[src/rtl/control_rotador.sv]
// ---------------------------------------------------------------------------
// control_rotador
//   Frame sequencer in front of the word rotator. Each cycle it samples one
//   BUS_SIZE frame, checks the head word (must be all ones) and the tail word
//   (must equal the running sequence number), and drives the rotator controls
//   aligned with the registered copy of the frame.
//
// Ports
//   clk          in   1         clock, posedge
//   reset        in   1         asynchronous, active-low reset
//   data_in      in   BUS_SIZE  incoming frame, one per cycle
//   data_q       out  BUS_SIZE  data_in registered, aligned with the controls
//   rot_en       out  1         data_q is an accepted frame
//   rot_sel      out  SEL_W     rotate amount = tail % WORD_NUM (0 if rot_en=0)
//   control_out  out  WORD_NUM  one-hot of rot_sel when rot_en=1, else 0
//   error_out    out  1         high while in ERROR
//   state_out    out  2         current state encoding
//
// States
//   RESET  (00) | first cycle after reset release, frame ignored
//   WAIT   (01) | waiting for a start frame (head all ones, tail 0)
//   ACTIVE (10) | in sequence, tail must match the expected number
//   ERROR  (11) | too many consecutive bad frames, waiting for a start frame
// ---------------------------------------------------------------------------
module control_rotador #(
  parameter int BUS_SIZE   = 60,
  parameter int WORD_SIZE  = 6,
  parameter int WORD_NUM   = 10,
  parameter int SEL_W      = 4,
  parameter int ERR_THRESH = 2
) (
  input  logic                clk,
  input  logic                reset,
  input  logic [BUS_SIZE-1:0] data_in,
  output logic [BUS_SIZE-1:0] data_q,
  output logic                rot_en,
  output logic [SEL_W-1:0]    rot_sel,
  output logic [WORD_NUM-1:0] control_out,
  output logic                error_out,
  output logic [1:0]          state_out
);

  typedef enum logic [1:0] {
    ST_RESET  = 2'b00,
    ST_WAIT   = 2'b01,
    ST_ACTIVE = 2'b10,
    ST_ERROR  = 2'b11
  } state_e;

  localparam logic [3:0] THRESH = 4'(ERR_THRESH);

  // Registered state and outputs
  state_e                state_q,    state_d;
  logic [WORD_SIZE-1:0]  expected_q, expected_d;
  logic [3:0]            miss_q,     miss_d;
  logic [BUS_SIZE-1:0]   frame_q;
  logic                  rot_en_q,   rot_en_d;
  logic [SEL_W-1:0]      rot_sel_q,  rot_sel_d;
  logic [WORD_NUM-1:0]   ctrl_q,     ctrl_d;
  logic                  err_q,      err_d;

  // Frame decode
  logic [WORD_SIZE-1:0]  head;
  logic [WORD_SIZE-1:0]  tail;
  logic                  valid_hdr;
  logic                  good;
  logic                  start_ok;
  logic [SEL_W-1:0]      tail_sel;
  logic [WORD_NUM-1:0]   tail_onehot;
  logic [3:0]            miss_inc;
  logic                  accept;

  assign head      = data_in[BUS_SIZE-1 -: WORD_SIZE];
  assign tail      = data_in[WORD_SIZE-1:0];
  assign valid_hdr = (head == {WORD_SIZE{1'b1}});
  assign good      = valid_hdr && (tail == expected_q);
  // A start frame restarts the sequence from WAIT or ERROR only; in ACTIVE a
  // tail of zero is simply a mismatch unless the sequence has wrapped to zero.
  assign start_ok  = valid_hdr && (tail == '0);

  // Divisor is a constant, so this folds into a small lookup on the tail.
  assign tail_sel    = SEL_W'(tail % WORD_SIZE'(WORD_NUM));
  assign tail_onehot = {{(WORD_NUM-1){1'b0}}, 1'b1} << tail_sel;
  assign miss_inc    = miss_q + 4'd1;

  always_comb begin
    state_d    = state_q;
    expected_d = expected_q;
    miss_d     = miss_q;
    accept     = 1'b0;

    unique case (state_q)
      ST_RESET: begin
        state_d = ST_WAIT;
      end

      ST_WAIT, ST_ERROR: begin
        if (start_ok) begin
          accept     = 1'b1;
          state_d    = ST_ACTIVE;
          expected_d = WORD_SIZE'(1);
          miss_d     = '0;
        end
      end

      ST_ACTIVE: begin
        if (good) begin
          accept     = 1'b1;
          // Sequence number wraps naturally at 2^WORD_SIZE.
          expected_d = expected_q + WORD_SIZE'(1);
          miss_d     = '0;
        end else begin
          miss_d = miss_inc;
          if (miss_inc >= THRESH) begin
            state_d = ST_ERROR;
          end
        end
      end

      default: begin
        state_d = ST_RESET;
      end
    endcase

    rot_en_d  = accept;
    rot_sel_d = accept ? tail_sel    : '0;
    ctrl_d    = accept ? tail_onehot : '0;
    // Error flag follows the next state so it rises and falls in the same
    // output cycle as the frame that causes the transition.
    err_d     = (state_d == ST_ERROR);
  end

  always_ff @(posedge clk or negedge reset) begin
    if (!reset) begin
      state_q    <= ST_RESET;
      expected_q <= '0;
      miss_q     <= '0;
      frame_q    <= '0;
      rot_en_q   <= 1'b0;
      rot_sel_q  <= '0;
      ctrl_q     <= '0;
      err_q      <= 1'b0;
    end else begin
      state_q    <= state_d;
      expected_q <= expected_d;
      miss_q     <= miss_d;
      frame_q    <= data_in;
      rot_en_q   <= rot_en_d;
      rot_sel_q  <= rot_sel_d;
      ctrl_q     <= ctrl_d;
      err_q      <= err_d;
    end
  end

  assign data_q      = frame_q;
  assign rot_en      = rot_en_q;
  assign rot_sel     = rot_sel_q;
  assign control_out = ctrl_q;
  assign error_out   = err_q;
  assign state_out   = state_q;

endmodule

[config.mk]
export PLATFORM = sky130hd
export DESIGN_NAME = control_rotador
export DESIGN_NICKNAME = d
export VERILOG_FILES = /design/src/rtl/control_rotador.sv
export SDC_FILE = /design/constraint.sdc
export NUM_CORES = 1
export LEC_CHECK = 0
export CELL_PAD_IN_SITES_DETAIL_PLACEMENT = 0
export CELL_PAD_IN_SITES_GLOBAL_PLACEMENT = 1
export CORE_MARGIN = 2
export CORE_UTILIZATION = 34
export DETAILED_ROUTE_END_ITERATION = 8
export GPL_TIMING_DRIVEN = 0
export PLACE_DENSITY_LB_ADDON = 0.1
export SYNTH_ARGS = -nofsm -noshare
export SYNTH_HDL_FRONTEND = slang
export SYNTH_SLANG_ARGS = --single-unit
[constraint.sdc]
create_clock -name clk -period 3.45 [get_ports clk]
set_input_delay 0.69 -clock clk [delete_from_list [all_inputs] [get_ports clk]]
set_output_delay 0.69 -clock clk [all_outputs]
set_load 0.03 [all_outputs]
Yosys cells after proc, flatten, opt, wreduce, memory -nomap -nowiden
Index checks and enable logic that the tools add are counted.
Widths: inputs -> output; s select.
{"block": "classes", "addsub": 2, "div_mod_pow": 1, "magnitude_cmp": 1, "n_eq_ne": 8, "n_shift": 1, "muxes": 15, "n_reduce_logical": 8}
{"op": "$mux 4", "n": 3}
{"op": "$mux 6", "n": 2}
{"op": "$pmux 6 s2", "n": 1}
{"op": "$mux 10", "n": 1}
{"op": "$shl 1x4->10 const A", "n": 1}
{"op": "$pmux 4 s2", "n": 1}
{"op": "$add 6x1->6 const B", "n": 1}
{"op": "$eq 2x2->1 const B", "n": 3}
{"op": "$eq 6x6->1", "n": 1}
{"op": "$eq 6x6->1 const B", "n": 1}
{"op": "$logic_not 6->1", "n": 1}
{"op": "$mod 6x4->6 const B", "n": 1}
{"op": "$mux 2", "n": 3}
{"op": "$pmux 2 s3", "n": 1}
{"op": "$add 4x1->4 const B", "n": 1}
{"op": "$ge 4x2->1 const B", "n": 1}
{"op": "$ne 2x2->1 const B", "n": 2}
{"op": "$reduce_and 3->1", "n": 1}
{"op": "$eq 2x1->1 const B", "n": 1}
{"op": "$logic_and 1x1->1", "n": 2}
{"op": "$logic_not 2->1", "n": 1}
{"op": "$mux 1", "n": 2}
{"op": "$pmux 1 s2", "n": 1}
{"op": "$reduce_and 2->1", "n": 1}
{"op": "2 further kinds", "n": 2}
{"block": "totals", "register_bits": 88, "input_bits": 62, "out_inout_bits": 78}

Depth between registers and ports, before layout
Gate-level depths: netlist of run 1.
{"block": "depth", "word_depth": 6, "ltp_mapped": 12}

Least setup slack after synthesis of run 1
OpenSTA, ideal clock, no wires.
{"block": "synth_timing", "path_type": "input port to flip-flop", "startpoint": "in data_in[3]", "endpoint": "reg ctrl_q[8], in the netlist control_out[8]", "setup_ns": 0.128, "arrival_ns": 2.455, "required_time_ns": 3.322, "setup_slack_ns": 0.867, "path_stages": 10, "path_buffers": 2, "cell_sequence": "clkbuf_1 nor3b_1 o21ai_0 o31ai_1 ha_1 inv_1 a22o_1 a211o_1 buf_2 nor3b_2"}
{"block": "synth_between", "elab_chain_cells": 5, "word_cells_on_any_way": 10, "classes_between": "div: 1; eq/ne: 1; shift: 1; mux: 4; reduce/logical: 3"}
{"item": "start, declared", "line_no": "34", "rtl": "input logic [BUS_SIZE-1:0] data_in,"}
{"item": "branches (longest 4 deep; another with $mod 6x4->6)"}
{"item": "$mux 10 *", "line_no": "127", "rtl": "ctrl_d = accept ? tail_onehot : '0;"}
{"item": "via ctrl_d[8]", "line_no": "59", "rtl": "logic [WORD_NUM-1:0] ctrl_q, ctrl_d;"}
{"item": "end signal, assigned", "line_no": "150", "rtl": "ctrl_q <= ctrl_d;"}
{"item": "end, declared", "line_no": "59"}
Mark *: on every way through the listed nets, which the timed path passes.
A chain may end at the register's enable or synchronous reset.

Worst setup path in the final report of run 1
Same ends and word-level chain as after synthesis.

==> impl_metrics.json, run 1 <==
{
  "design.die.area_um2": 9820,
  "postRouteWirelength_um": 7620,
  "cts_repair_resize_count": 0,
  "grt_overflow_total": 0,
  "crit_path_max_fanout": 10,
  "startpoint_type": "input pin",
  "dp_slack_ps": 109,
  "timing.final.max_slew_violations": 0,
  "cell_total_after_placement": 470,
  "design.core.area_um2": 8760,
  "tightestPinTransition_ps": 799,
  "drv.max_cap_violation_count": 0,
  "cts_inserted_buffers": 9,
  "cts_hold_repair.buffers": 0,
  "asyncSetResetFlopFracSynth_pct": 100,
  "syn_area_um2": 3080,
  "grt_start_max_net_pins": 65,
  "detail_route.iter0.violations": 49,
  "final-instance-count-excl-fill": 486,
  "worst-endpoint-arrival_ps": 3210,
  "cts_setup_buffers": 0,
  "synthToLayoutAreaGrowth_pct": 56.3,
  "timing.final.crit_period_ps": 2980,
  "antenna_found_initial": 0,
  "share_of_synthesized_area_occupied_by_flip_flops_and_latches_pct": 71.6,
  "critical_path.endpoint_type": "flop",
  "nFillCells": 792,
  "ys_warn_count": 0,
  "crit_required_ps": 3680,
  "multi_input_area_um2": 786,
  "grt_setup_unrepaired": "false",
  "postLayoutCoreUtil_pct": 54.9,
  "synth_flop_cell": "dfrtp_1",
  "detailroute.via_count": 2204,
  "peakVddDrop_mv": 0.190,
  "routed_antenna_nets": 0,
  "timing.final.hold_violations": 0,
  "routabilityCongestion": 0.811,
  "run_status": "complete, no violations",
  "slew-limit-headroom_pct": 46.3,
  "number_of_global_route_vias_before_repair": 2130,
  "buffer_ports.inserted": 139,
  "route.detailed.drc": 0,
  "synth_fp_nets": 288,
  "initial_core_util_pct": 35.1,
  "cts_num_sinks": 88,
  "timing.hold.worst.class": "input pin to asynchronous set/reset pin",
  "ys_ff_latch": 88,
  "hpwl_um": 5780,
  "maxClockFrequency_mhz": 335,
  "cts_tree": "built",
  "synthDistinctLibCells": 44,
  "leakage_nw": 2.06,
  "grt_pass1_wl_um": 11800,
  "timing.final.crit_share_pct": 86.5,
  "worst_clock_skew_ps": 9.73,
  "power_density_nw_per_um2": 437,
  "most_common_cell_after_layout_fill_and_taps_aside": "clkdlybuf4s50_1",
  "layout-drive-gt1-share_pct": 9.26,
  "antennaDiodeCount": 0,
  "synthesized_netlist_cell_count": 222,
  "synth-edff-count": 0,
  "synth_area_leaders": "dfrtp_1, nand2_1, ha_1, nor2_1, nor3_1",
  "critical_path_class": "input pin to flop",
  "setup-violations-final": 0,
  "synth_top_area_share_pct": 71.6,
  "number_of_nets_in_the_final_layout": 439,
  "routed_via_density": 4.53,
  "cts_htree_levels": 3,
  "mean_area_per_synthesized_cell_um2": 13.9,
  "die_height_um": 99.1,
  "gr-usage-all-layers_pct": 15.6,
  "dieWidth_um": 99.1,
  "top_cell_type_by_total_area_after_synthesis": "dfrtp_1",
  "postLayoutSetupSlackWorst_ps": 467,
  "worst_skew_late_latency_ps": 340,
  "seqCellArea_um2": 2200,
  "path_clk_slew_ps": 90,
  "cts_buffer_depth": 2,
  "firstDrtPassIters": 4,
  "placement_rows": 34,
  "num_io_pins": 140,
  "ctsRootBufferMaster": "clkbuf_8",
  "final_cell_mix": "clkdlybuf4s50_1, dfrtp_1, nand2_1",
  "route.detailed.wl_per_inst_um": 15.7
}
## power breakdown
| part | total [W] | switching, W | internal (W) |
|---|---|---|---|
| clock network | 0.000650 | 0.000364 | 0.000286 |
| registers | 0.00110 | 0.0000234 | 0.00108 |
| logic | 0.000351 | 0.000184 | 0.000167 |
| total | 0.00210 | 0.000572 | 0.00153 |
## area by class of cell
| class | count | area share (%) |
|---|---|---|
| Multi-Input combinational cell | 116 | 16.3 |
| Clock buffer | 11 | 2.94 |
| Buffer | 10 | 1.20 |
| Clock inverter | 5 | 0.833 |
| Sequential cell | 88 | 45.8 |
| Timing Repair Buffer | 140 | 29.5 |
| Tap cell | 108 | 2.81 |
| Inverter | 8 | 0.625 |
## cells in the mapped netlist (all sizes together) (2+ instances only)
cell type  number
xnor2           5
or2             3
a221o           2
nand4           3
mux2i           3
nor2           13
nor3           11
nand3           3
xor2            2
o21ai           7
a211o           2
clkbuf          4
and3            2
a22o            2
a31oi           2
dfrtp          88
nor2b           3
nor3b           7
nand2          15
o22ai           3
a21oi           3
inv             8
a21o            3
or4             2
or3             2
buf             6
ha              4
o211ai          4
## per-layer routing
layer / vias up / track usage (%) / wire length (um)
met5: - / 0 / 0
met4: 0 / 4.43 / 55
met3: 5 / 5.13 / 584
met2: 91 / 23.2 / 3550
met1: 1050 / 22.0 / 3430
li1: 1058 / - / -
## critical path: stages
cell             delay (ps)
clkdlybuf4s50_1         410
clkbuf_1                210
nor3b_1                 480
o21ai_0                 170
o31ai_1                  90
ha_1                    230
inv_1                    60
a22o_1                  200
a211o_1                 310
buf_2                   190
nor3b_2                 170
## registers in the layout, summed over array words and instances (netlist names)
name	cells
expected_q	6
state_out	2
miss_q	4
data_q	60
error_out	1
rot_sel	4
rot_en	1
control_out	10
## through the flow
stage / total power [W] / hold WS (ps) / setup TNS [ps] / instance area [um2]
5_1_grt: 0.00220 / 241 / 0 / 4810
4_1_cts: 0.00214 / 226 / 0 / 4810
3_3_place_gp: 0.00147 / 507 / -127380 / 4600
6_report: 0.00210 / 235 / 0 / 4810
3_5_place_dp: 0.00148 / 519 / 0 / 4630
2_1_floorplan: 0.00128 / 394 / 0 / 3080
## cells by family after synthesis
| group | after synthesis | share of synthesized area [%] |
|---|---|---|
| compound gates | 30 | 7.16 |
| xor+xnor | 7 | 1.99 |
| fa+ha+maj | 4 | 1.63 |
| buf+inv | 18 | 2.85 |
| flops | 88 | 71.6 |
| mux | 3 | 0.976 |
| simple gates | 72 | 13.8 |
## path summary, 6_finish.rpt
path | startpoint | end | slack [ps] | cells after the start
worst max-delay path | data_in[3] | control_out[8] | 470 | 11
min in group clk | state_out[1] | state_out[1] | 540 | 2
worst max register to register | expected_q[5] | control_out[8] | 1330 | 5
max in group asynchronous | reset | control_out[4] | 2610 | 2
worst min-delay path | reset | data_q[11] | 240 | 1
worst min register to register | state_out[1] | state_out[1] | 540 | 2
No activity file was read; power rests on OpenSTA's default activity.
==> run 2, diff against run 1 <==
--- a/config.mk
+++ b/config.mk
@@ -12,6 +12,7 @@
 export DETAILED_ROUTE_END_ITERATION = 8
 export GPL_TIMING_DRIVEN = 0
 export PLACE_DENSITY_LB_ADDON = 0.1
+export RECOVER_POWER = 25
 export SYNTH_ARGS = -nofsm -noshare
 export SYNTH_HDL_FRONTEND = slang
 export SYNTH_SLANG_ARGS = --single-unit
==> impl_metrics.json, run 2 (synthesis results as in run 1) <==
{
  "run_status": "complete, no violations",
  "crit_path_start": "data_in[3]",
  "die_height_um": 99.1,
  "ff2ff_path_depth": 5,
  "power_frac_clock_pct": 31.1,
  "cts_setup_buffers": 0,
  "critical_path_class": "input pin to flop",
  "worst-endpoint-arrival_ps": 3210,
  "placement_rows": 34,
  "route.detailed.drc": 0,
  "cts_buffer_depth": 2,
  "endpoint_of_the_worst_register_to_register_path": "control_out[8]",
  "path_clk_slew_ps": 90,
  "hpwl_um": 5780,
  "crit_chain": "clkdlybuf4s50_1 > clkbuf_1 > nor3b_1 > o21ai_0 > o31ai_1 > ha_1 > inv_1 > a22o_1 > a211o_1 > buf_2 > nor3b_2",
  "number_of_nets_in_the_final_layout": 439,
  "timing.final.crit_period_ps": 2980,
  "antennaDiodeCount": 0,
  "slew-limit-headroom_pct": 8.47,
  "setup.reg_to_reg.worst_slack_ps": 1330,
  "timing.hold.worst.class": "flop to flop",
  "startpoint_type": "input pin",
  "tightestPinTransition_ps": 1370,
  "final_cell_mix": "clkdlybuf4s50_1, dfrtp_1, dlygate4sd3_1",
  "grt_overflow_total": 0,
  "buffer_ports.inserted": 139,
  "initial_core_util_pct": 35.1,
  "cp_num_cells": 11,
  "detailroute.via_count": 2206,
  "power_frac_comb_pct": 16.3,
  "setup-violations-final": 0,
  "cts_hold_repair.buffers": 0,
  "synthToLayoutAreaGrowth_pct": 56.2,
  "crit_required_ps": 3680,
  "p_int_w": 0.00152,
  "timing.critical_path.max_delay_family": "buffers and inverters",
  "antenna_found_initial": 0,
  "firstDrtPassIters": 4,
  "grt_pass1_wl_um": 11800,
  "routabilityCongestion": 0.811,
  "timing.final.hold_violations": 0,
  "postRouteWirelength_um": 7590,
  "detail_route.iter0.violations": 50,
  "cts_inserted_buffers": 9,
  "layout-drive-gt1-share_pct": 8.99,
  "critical-path-max-stage-delay_ps": 480,
  "power_density_nw_per_um2": 436,
  "route.detailed.wl_per_inst_um": 15.6,
  "timing.final.max_slew_violations": 0,
  "most_common_cell_after_layout_fill_and_taps_aside": "clkdlybuf4s50_1",
  "cp_slowest_cell": "nor3b_1",
  "cts_repair_resize_count": 0,
  "final.hold.worst_slack_ps": 536,
  "grt_start_max_net_pins": 65,
  "cts_htree_levels": 3,
  "dieWidth_um": 99.1,
  "gr-usage-all-layers_pct": 15.6,
  "worst_r2r_startpoint": "expected_q[5]",
  "design.die.area_um2": 9820,
  "routed_antenna_nets": 0,
  "peakVddDrop_mv": 0.190,
  "ctsRootBufferMaster": "clkbuf_8",
  "crit_path_max_fanout": 10,
  "design.core.area_um2": 8760,
  "num_io_pins": 140,
  "largest_reg_flops": 60,
  "seq_power_share_pct": 52.6,
  "switching_share_pct": 27.3,
  "critical_path.endpoint_type": "flop",
  "postLayoutCoreUtil_pct": 54.8,
  "routed_via_density": 4.54,
  "drv.max_cap_violation_count": 0,
  "cts_tree": "built",
  "crit_buf_inv": 4,
  "worst_skew_late_latency_ps": 340,
  "number_of_global_route_vias_before_repair": 2130,
  "grt_setup_unrepaired": "false",
  "worst_clock_skew_ps": 9.68,
  "maxClockFrequency_mhz": 335,
  "critical_path.endpoint": "control_out[8]",
  "leakage_nw": 2.07,
  "reported_net_switching_power_w": 0.000571,
  "totalNegativeSetupSlack_ps": 0,
  "timing.final.crit_share_pct": 86.4,
  "cts_num_sinks": 88
}
==> run 2: cell types whose count changed in the layout (fill, tap and decap cells not counted), sizes merged <==
cell           change
clkdlybuf4s50     -39
dlygate4sd3       +39
buf                -1
clkbuf             +1
==> run 2: how the worst min path moves through the flow <==
stage                            start             end  slack (ps)  cells after the start
after global routing      state_out[1]    state_out[1]         570                      2
after detailed placement  state_out[1]    state_out[1]         520                      2
final                     state_out[1]    state_out[1]         540                      2
after global placement    state_out[1]    state_out[1]         510                      2
after floorplan                  reset  control_out[0]         390                      0
after CTS                        reset      data_q[11]         230                      1
==> run 2: worst reg2reg max path: cells and delay by family, from the launching register on <==
family / cells / cell delay, ps
xor gates and xnor gates: 1 / 170
and+or+nand+nor: 3 / 1220
DFF: 1 / 430
AOI/OAI and AO/OA: 1 / 230
==> run 2: through the flow <==
| step | cell area, um2 | cells | power (W) | setup WS [ps] |
|---|---|---|---|---|
| final | 4800 | 486 | 0.00209 | 468 |
| after global routing | 4800 | 486 | 0.00219 | 280 |
| after CTS | 4810 | 486 | 0.00214 | 485 |
| after detailed placement | 4630 | 470 | 0.00148 | 109 |
| after global placement | 4600 | 469 | 0.00147 | -1450 |
| after floorplan | 3080 | 222 | 0.00128 | 867 |
==> run 2: area by class of cell <==
cell class / count / area, um2
plain buffers: 10 / 57.6
inverters: 8 / 30.0
multi-input cells: 116 / 786
clock buffers: 11 / 141
clock inverters: 5 / 40.0
repair buffers: 140 / 1410
fillers: 794 / 3960
flip-flops and latches: 88 / 2200
well taps: 108 / 135
==> run 2: power by group through the flow <==
stage	clock [W]	combinational [W]	sequential (W)
floorplan	0	0.0000841	0.00120
global placement	0	0.000348	0.00112
detailed placement	0	0.000356	0.00112
CTS	0.000680	0.000357	0.00110
global route	0.000716	0.000371	0.00111
finish	0.000650	0.000342	0.00110
==> run 2: routing by layer <==
layer  part of all wire [%]  up-vias  track usage, %
met5                      0        -               0
met4                   0.73        0            4.43
met3                    7.8        5            5.13
met2                     47       91            23.2
met1                     45     1052            22.0
li1                       -     1058               -
==> run 3, diff against run 2 <==
--- a/config.mk
+++ b/config.mk
@@ -10,6 +10,7 @@
 export CORE_MARGIN = 2
 export CORE_UTILIZATION = 34
 export DETAILED_ROUTE_END_ITERATION = 8
+export GPL_ROUTABILITY_DRIVEN = 0
 export GPL_TIMING_DRIVEN = 0
 export PLACE_DENSITY_LB_ADDON = 0.1
 export RECOVER_POWER = 25
==> results of run 3 <==
Same layout as run 2: the final DEF is identical, and so are final timing and power.
